[src/rtl/tamagotchi_gfx_pkg.sv]
// Shared graphics types and sprite geometry for the sprite reader.
// Holds sprite dimensions, the RGB565 pixel type and the streamer FSM states.
package tamagotchi_gfx_pkg;
    localparam int SPR_W     = 13;
    localparam int SPR_H     = 13;
    localparam int N_SPRITES = 7;

    typedef logic [15:0] rgb565_t;

    typedef enum logic [1:0] {
        IDLE,
        LOAD,
        SEND,
        DONE
    } state_t;
endpackage

[src/rtl/sprite_pixel_streamer_if.sv]
// Pixel stream toward the display driver: valid/ready plus frame markers.
// master = pixel source (streamer), slave = pixel sink (LCD/SPI driver).
interface sprite_pixel_streamer_if;
    import tamagotchi_gfx_pkg::*;

    rgb565_t px_data;
    logic    px_valid;
    logic    px_ready;
    logic    px_first;
    logic    px_last;

    modport master (
        output px_data, px_valid, px_first, px_last,
        input  px_ready
    );

    modport slave (
        input  px_data, px_valid, px_first, px_last,
        output px_ready
    );
endinterface

[src/rtl/sprite_addr_gen.sv]
// Raster walker: row/col with horizontal (sx) and vertical (sy) repeat counters.
// Ports: clk, rst (async low), clear, advance in; idx, sx_wrap, line_wrap, frame_end, first out.
module sprite_addr_gen
    import tamagotchi_gfx_pkg::*;
#(
    parameter int SCALE = 2
) (
    input  logic       clk,
    input  logic       rst,
    input  logic       clear,
    input  logic       advance,
    output logic [7:0] idx,
    output logic       sx_wrap,
    output logic       line_wrap,
    output logic       frame_end,
    output logic       first
);
    localparam logic [2:0] S_MAX   = 3'(SCALE - 1);
    localparam logic [3:0] COL_MAX = 4'(SPR_W - 1);
    localparam logic [3:0] ROW_MAX = 4'(SPR_H - 1);
    localparam logic [7:0] STEP    = 8'(SPR_W);

    logic [3:0] row, col;
    logic [2:0] sx, sy;
    logic [7:0] base;

    assign sx_wrap   = (sx == S_MAX);
    assign line_wrap = sx_wrap && (col == COL_MAX);
    assign frame_end = line_wrap && (sy == S_MAX) && (row == ROW_MAX);
    assign first     = (row == 4'd0) && (col == 4'd0) && (sx == 3'd0) && (sy == 3'd0);
    assign idx       = base + {4'd0, col};

    always_ff @(posedge clk or negedge rst) begin
        if (!rst) begin
            row  <= '0;
            col  <= '0;
            sx   <= '0;
            sy   <= '0;
            base <= '0;
        end else if (clear || (advance && frame_end)) begin
            // returning to zero after the last beat keeps the index in range
            row  <= '0;
            col  <= '0;
            sx   <= '0;
            sy   <= '0;
            base <= '0;
        end else if (advance) begin
            if (!sx_wrap) begin
                sx <= sx + 3'd1;
            end else begin
                sx <= '0;
                if (col != COL_MAX) begin
                    col <= col + 4'd1;
                end else begin
                    col <= '0;
                    if (sy != S_MAX) begin
                        sy <= sy + 3'd1;
                    end else begin
                        sy   <= '0;
                        row  <= row + 4'd1;
                        base <= base + STEP;
                    end
                end
            end
        end
    end
endmodule

[src/rtl/sprite_pixel_streamer.sv]
// Walks one 13x13 RGB565 sprite from memory and streams it, optionally up-scaled.
// Ports: clk, rst (async low), start/sprite_sel in, busy/done out, mem_* to ROM, px stream.
module sprite_pixel_streamer
    import tamagotchi_gfx_pkg::*;
#(
    parameter int SCALE = 2
) (
    input  logic       clk,
    input  logic       rst,
    input  logic       start,
    input  logic [2:0] sprite_sel,
    output logic       busy,
    output logic       done,
    output logic [2:0] mem_adress,
    output logic [7:0] mem_contador_pixel,
    input  rgb565_t    mem_pixel,
    sprite_pixel_streamer_if.master px
);
    localparam logic [2:0] SEL_MAX = 3'(N_SPRITES - 1);

    state_t  state, nxt;
    rgb565_t pix_q;
    logic    clear, advance, load, valid;
    logic    sx_wrap, line_wrap, frame_end, first;

    sprite_addr_gen #(.SCALE(SCALE)) u_addr (
        .clk       (clk),
        .rst       (rst),
        .clear     (clear),
        .advance   (advance),
        .idx       (mem_contador_pixel),
        .sx_wrap   (sx_wrap),
        .line_wrap (line_wrap),
        .frame_end (frame_end),
        .first     (first)
    );

    always_comb begin
        nxt     = state;
        clear   = 1'b0;
        advance = 1'b0;
        load    = 1'b0;
        valid   = 1'b0;
        done    = 1'b0;
        unique case (state)
            IDLE: begin
                if (start) begin
                    clear = 1'b1;
                    nxt   = LOAD;
                end
            end
            LOAD: begin
                load = 1'b1;
                nxt  = SEND;
            end
            SEND: begin
                valid = 1'b1;
                if (px.px_ready) begin
                    advance = 1'b1;
                    // horizontal repeats reuse the held pixel with no bubble
                    if (frame_end)
                        nxt = DONE;
                    else if (sx_wrap)
                        nxt = LOAD;
                end
            end
            DONE: begin
                done = 1'b1;
                nxt  = IDLE;
            end
            default: nxt = IDLE;
        endcase
    end

    always_ff @(posedge clk or negedge rst) begin
        if (!rst) begin
            state      <= IDLE;
            busy       <= 1'b0;
            mem_adress <= '0;
            pix_q      <= '0;
        end else begin
            state <= nxt;
            if (clear) begin
                busy       <= 1'b1;
                mem_adress <= (sprite_sel <= SEL_MAX) ? sprite_sel : 3'd0;
            end
            if (state == DONE)
                busy <= 1'b0;
            if (load)
                pix_q <= mem_pixel;
        end
    end

    assign px.px_data  = pix_q;
    assign px.px_valid = valid;
    assign px.px_first = valid && first;
    assign px.px_last  = valid && frame_end;
endmodule
[src/flat_wrapper.sv]
// flat-port wrapper written by rule: the top's interface ports become plain ports
module sprite_pixel_streamer_flat import tamagotchi_gfx_pkg::*;
#(
    parameter int SCALE = 2
)
  (clk, rst, start, sprite_sel, busy, done, mem_adress, mem_contador_pixel, mem_pixel, px_px_data, px_px_valid, px_px_first, px_px_last, px_px_ready);
  sprite_pixel_streamer_if px_i ();
  input  logic clk;
  input  logic rst;
  input  logic start;
  input  logic [2:0] sprite_sel;
  output logic busy;
  output logic done;
  output logic [2:0] mem_adress;
  output logic [7:0] mem_contador_pixel;
  input  rgb565_t mem_pixel;
  output wire logic [$bits(px_i.px_data)-1:0] px_px_data;
  output wire logic [$bits(px_i.px_valid)-1:0] px_px_valid;
  output wire logic [$bits(px_i.px_first)-1:0] px_px_first;
  output wire logic [$bits(px_i.px_last)-1:0] px_px_last;
  input wire logic [$bits(px_i.px_ready)-1:0] px_px_ready;
  assign px_px_data = px_i.px_data;
  assign px_px_valid = px_i.px_valid;
  assign px_px_first = px_i.px_first;
  assign px_px_last = px_i.px_last;
  assign px_i.px_ready = px_px_ready;
  sprite_pixel_streamer #(.SCALE(SCALE)) u_core (.clk(clk), .rst(rst), .start(start), .sprite_sel(sprite_sel), .busy(busy), .done(done), .mem_adress(mem_adress), .mem_contador_pixel(mem_contador_pixel), .mem_pixel(mem_pixel), .px(px_i));
endmodule
[config.mk]
export PLATFORM = sky130hd
export DESIGN_NAME = sprite_pixel_streamer_flat
export DESIGN_NICKNAME = d
export VERILOG_FILES = /design/src/rtl/tamagotchi_gfx_pkg.sv /design/src/rtl/sprite_pixel_streamer_if.sv /design/src/rtl/sprite_addr_gen.sv /design/src/rtl/sprite_pixel_streamer.sv /design/src/flat_wrapper.sv
export SDC_FILE = /design/constraint.sdc
export NUM_CORES = 1
export LEC_CHECK = 0
export BUFFER_PORTS_ARGS = -buffer_cell sky130_fd_sc_hd__buf_2
export CAP_MARGIN = 20
export CORE_ASPECT_RATIO = 0.75
export CORE_MARGIN = 2
export CORE_UTILIZATION = 30
export CTS_CLUSTER_DIAMETER = 30
export CTS_CLUSTER_SIZE = 40
export DETAILED_ROUTE_END_ITERATION = 16
export GPL_TIMING_DRIVEN = 0
export PLACE_DENSITY = 0.52
export SLEW_MARGIN = 20
export SYNTH_ARGS = -nofsm -noshare
export SYNTH_HDL_FRONTEND = slang
export SYNTH_SLANG_ARGS = --single-unit
[constraint.sdc]
create_clock -name clk -period 2.65 [get_ports clk]
set_input_delay 0.1325 -clock clk [delete_from_list [all_inputs] [get_ports clk]]
set_output_delay 0.1325 -clock clk [all_outputs]
set_load 0.05 [all_outputs]
== After elaboration in Yosys (flattened, before gate mapping) ==
Cells that the tools add are included.
Operators by class
  reductions and logical operators: 22
  $lt $le $gt $ge: 1
  divide/modulo/power cells: 0
  shifts and indexed selects: 0
  multiplexer cells: 37
  equal/unequal tests: 14
  $mul: 0
  bitwise operators: 0
  add/sub/neg operators: 6
Operators with widths (number)
  two-way mux 8 bit: 5
  two-way mux 4 bit: 9
  two-way mux 3 bit: 9
  logical AND 1 bit: 9
  two-way mux 1 bit: 9
  adder 4 x 1 -> 4 bit, second input constant: 2
  adder 8 x 4 -> 8 bit: 1
  adder 8 x 4 -> 8 bit, second input constant: 1
  equality test 4 bit, second input constant: 2
  logical NOT 4 bit: 2
  two-way mux 2 bit: 4
  inequality test 2 bit, second input constant: 4
  case mux 2 bit (4 select lines): 1
  adder 3 x 1 -> 3 bit, second input constant: 2
  equality test 3 x 1 -> 1 bit, second input constant: 2
  logical NOT 3 bit: 2
  AND reduction 3 bit: 2
  nonzero test 2 bit: 3
  equality test 2 bit, second input constant: 2
  inequality test 4 bit, second input constant: 1
  AND reduction 4 bit: 1
  less-or-equal comparator 3 bit, second input constant: 1
  inequality test 3 x 1 -> 1 bit, second input constant: 1
  inequality test 3 x 2 -> 1 bit, second input constant: 1
  other kinds (4): 4
Word-level totals
  bits in read-only memories: 0
  input bits: 23
  output and inout port bits: 32
  memories kept: 0
  flip-flop bits (word level): 44
  word-level logic and storage cells: 89
  bits in latches: 0
  memory bits (writable): 0

== Logic depth before layout (Yosys ltp) ==
  depth after elaboration: 8
  mapped depth: 8
  gate-level depth less buffers: 7

== By module ==
From an unflattened synthesis, not the netlist that was laid out.
Second synthesis, totals
  cells, all modules: 220
  area total of the unflattened synthesis: 2404.8 µm²
By module, submodules not included
  sprite_addr_gen: instances 1, seq. area each 550.5 µm², area each 1461.4 µm², cells an instance 161
  sprite_pixel_streamer: instances 1, seq. area each 550.5 µm², area each 943.4 µm², cells an instance 59

== Worst setup path after synthesis ==
Ideal clock, no wire load.
  kind: flip-flop to output port
  start point: register u_core.u_addr.base[0]
  end point: output port mem_contador_pixel[6]
  arrival time: 2.208 ns
  buffers on the path: 0
  setup slack: 0.310 ns
  data required time: 2.518 ns
  stages on the path, launching flop included: 8
  path through: dfrtp_1 -> ha_1 -> inv_1 -> fa_1 -> nor2b_1 -> o21ai_0 -> a21oi_1 -> xor2_1
Between the ends
  longest elaborated chain between the ends: 1
Ends and longest elaborated chain
  start: declaration: RTL line sprite_addr_gen.sv:25  | logic [7:0] base;
  start signal: assignment: RTL line sprite_addr_gen.sv:61  | base <= base + STEP;
  adder 8 x 4 -> 8 bit: RTL line sprite_addr_gen.sv:31  | assign idx = base + {4'd0, col};
  end: declaration: RTL line flat_wrapper.sv:15  | output logic [7:0] mem_contador_pixel;
No other way between the ends.

== Worst setup path in the final report ==
Same ends and word-level chain as after synthesis.

==> results.ini <==
[setup_path]
cp.arrival_ps = 2370
required_ps = 2520
critPathMaxFanout = 6
startpoint_type = flop
r2r_cells = 8
end_kind = output port
critical_path_class = flop to output port

[route]
totalWireLength_um = 5869
dr_total_vias = 1949
wl_per_cell_um = 14.49
detail_route.first_pass.iterations = 4
ant_nets = 0
drc = 0
drt_iter0_drc = 151
avgViaCountPerCell = 4.812

[cells_and_area]
final_cells = 405
fill_cells = 828
areaGrowthSynthToFinish_pct = 22.26
drive_above_1_share = 0.3167
layout_commonest_cell = buf_2
fin_area_mm2 = 0.003003
diodes = 0
final_cell_mix = buf_2 (55), dfrtp_1 (44), nand2_1 (25)
nNetsFinal = 332

[timing]
worst_pin_slew_ps = 569.4
finalWorstSetupSlack_ps = 150.2
setup_viol = 0
rsz0062_at_grt = false
relSlewSlack = 0.6196
slew_violations = 0
clock_skew_ps = 2.725
min_period_ps = 2500
final_hold_viol_count = 0
timing.setup.tns_ps = 0
max_freq_mhz = 400.0
period_share = 0.9433

[yosys]
synth_edf_count = 0
synth-seq-area-share = 0.4483
synth_cell_types = 46
postSynthAreaPerCell_um2 = 10.36
synthesis.nets = 270
ys_async_sr_fraction = 1.000
yosys_most_used_dff = dfrtp_1
synth_warnings = 0
synthCells = 237
ys_seq_elements = 44
netlist_area_mm2 = 0.002456

[grt]
grt_pass1_wl_um = 9390
grt_max_degree = 45
antenna_found_initial = 0
grt-ovfl-total = 0
grt_use_total = 0.1381
grt_pass1_vias = 1812

[floorplanning]
die_area_mm2 = 0.008934
pin_count = 55
die_x_um = 108.5
coreArea_mm2 = 0.007918
initial_core_util = 0.3102
rows = 28
die_h_um = 82.36

[placement]
dp_hpwl_um = 4155
place_inst = 396
routabilityCongestion = 0.7606
place_ws_ps = 384.6
dpl_cell_area_mm2 = 0.002858
numPortBuffers = 54

[clock_network]
clk_pin_slew_ps = 90
cts_buffer_depth = 2
cts_root_buf = clkbuf_8
clock_sinks = 44
numCtsBuffers = 5
cts_setup_buffers = 0
cts_tree = yes
insertion_delay_ps = 300
h-tree-depth = 2

[worst_hold_path]
hold-path-cell-count = 2
hold_class = input pin to flop

[outcome]
status = finished, final reports clean

[pwr]
p_per_area_mw_per_mm2 = 1186
max-vdd-ir-drop_v = 0.0007022
p_leak_nw = 1.389

[run]
maxCapViolCount = 0

## routing by layer
layer | GRT usage | wire, um | part of all wire | vias to the layer above
li1 | - | - | - | 977
met1 | 0.2056 | 2970 | 0.51 | 909
met2 | 0.1931 | 2427 | 0.41 | 59
met3 | 0.04396 | 438 | 0.075 | 4
met4 | 0.03077 | 32 | 0.0055 | 0
met5 | 0 | 0 | 0 | -
## flip-flops by register name, indices dropped and copies added, names as in the netlist
signal / cells
u_core.u_addr.base: 8
u_core.mem_adress: 3
u_core.u_addr.sx: 3
u_core.state: 2
u_core.px.px_data: 16
u_core.u_addr.row: 4
u_core.u_addr.sy: 3
u_core.busy: 1
u_core.u_addr.col: 4
## through the flow
| step | hold WS [ps] | total power, mW | util |
|---|---|---|---|
| 3_5_place_dp | 368.5 | 3.030 | 0.3609 |
| 3_3_place_gp | 364.1 | 3.010 | 0.3609 |
| 4_1_cts | 44.65 | 3.597 | 0.3763 |
| 6_report | 59.58 | 3.561 | 0.3793 |
| 5_1_grt | 45.10 | 3.794 | 0.3793 |
| 2_1_floorplan | -163.1 | 2.568 | - |
## area by class of cell
type	count	area, um^2	share of cell area
timing repair buffer	55	285.3	0.09500
sequential	44	1101	0.3667
multi-input combinational	170	1226	0.4083
clock buffer	6	82.58	0.02750
inverter	11	41.29	0.01375
tap	105	131.4	0.04375
clock inverter	2	38.79	0.01292
buffer	12	96.34	0.03208
## synthesized netlist by cell type, types with 2 or more instances
cell	count	area (um^2)
o21ai_0	16	80.08
nand3_1	16	80.08
buf_2	3	15.01
mux2_2	16	180.2
inv_1	11	41.29
o211ai_1	13	97.59
a21oi_1	10	50.05
nand4_1	3	18.77
xor2_1	5	43.79
or4b_1	2	20.02
xnor2_1	3	26.28
nor3_1	2	10.01
nor2_1	11	41.29
clkbuf_1	4	15.01
clkbuf_8	4	55.05
or4_1	2	15.01
nand2_1	25	93.84
mux2i_1	8	80.08
nand2b_1	3	18.77
nor4b_1	3	26.28
ha_1	9	112.6
dfrtp_1	44	1101
## final timing paths
| path | start | end | slack [ps] |
|---|---|---|---|
| min in group asynchronous | rst | u_core.px.px_data[6] | 370 |
| max reg2reg | u_core.u_addr.col[1] | u_core.u_addr.base[4] | 500 |
| min | mem_pixel[13] | u_core.px.px_data[13] | 60 |
| max | u_core.u_addr.base[0] | mem_contador_pixel[6] | 150 |
| max in group asynchronous | rst | u_core.px.px_data[14] | 1890 |
| min reg2reg | u_core.mem_adress[0] | u_core.mem_adress[0] | 470 |
## cells by family after synthesis
logic type      after synthesis  synth area share
fa+ha+maj                    10           0.05400
flops                        44            0.4483
xor+xnor                      8           0.02853
compound gates               48            0.1228
mux                          24            0.1060
simple gates                 80            0.1844
buf+inv                      23           0.05603
## critical path, cell delays in order (launching register included)
cell	delay (ps)
dfrtp_1	480
ha_1	210
inv_1	60
fa_1	450
nor2b_1	120
o21ai_0	110
a21oi_1	190
xor2_1	170
buf_2	280
## power breakdown
part	switching [mW]	total (mW)	internal [mW]	leakage, nW
registers	0.179	1.08	0.898	0.557
logic	1.35	1.93	0.577	0.771
clock network	0.244	0.552	0.309	0.0614
total	1.78	3.56	1.78	1.39
## what timing repair did
item                       4_1_cts  5_1_grt
resized for setup                0        2
hold endpoints to repair         0       44
hold buffers                     0        1
setup endpoints to repair        0        1
(Power assumes the default switching activity.)
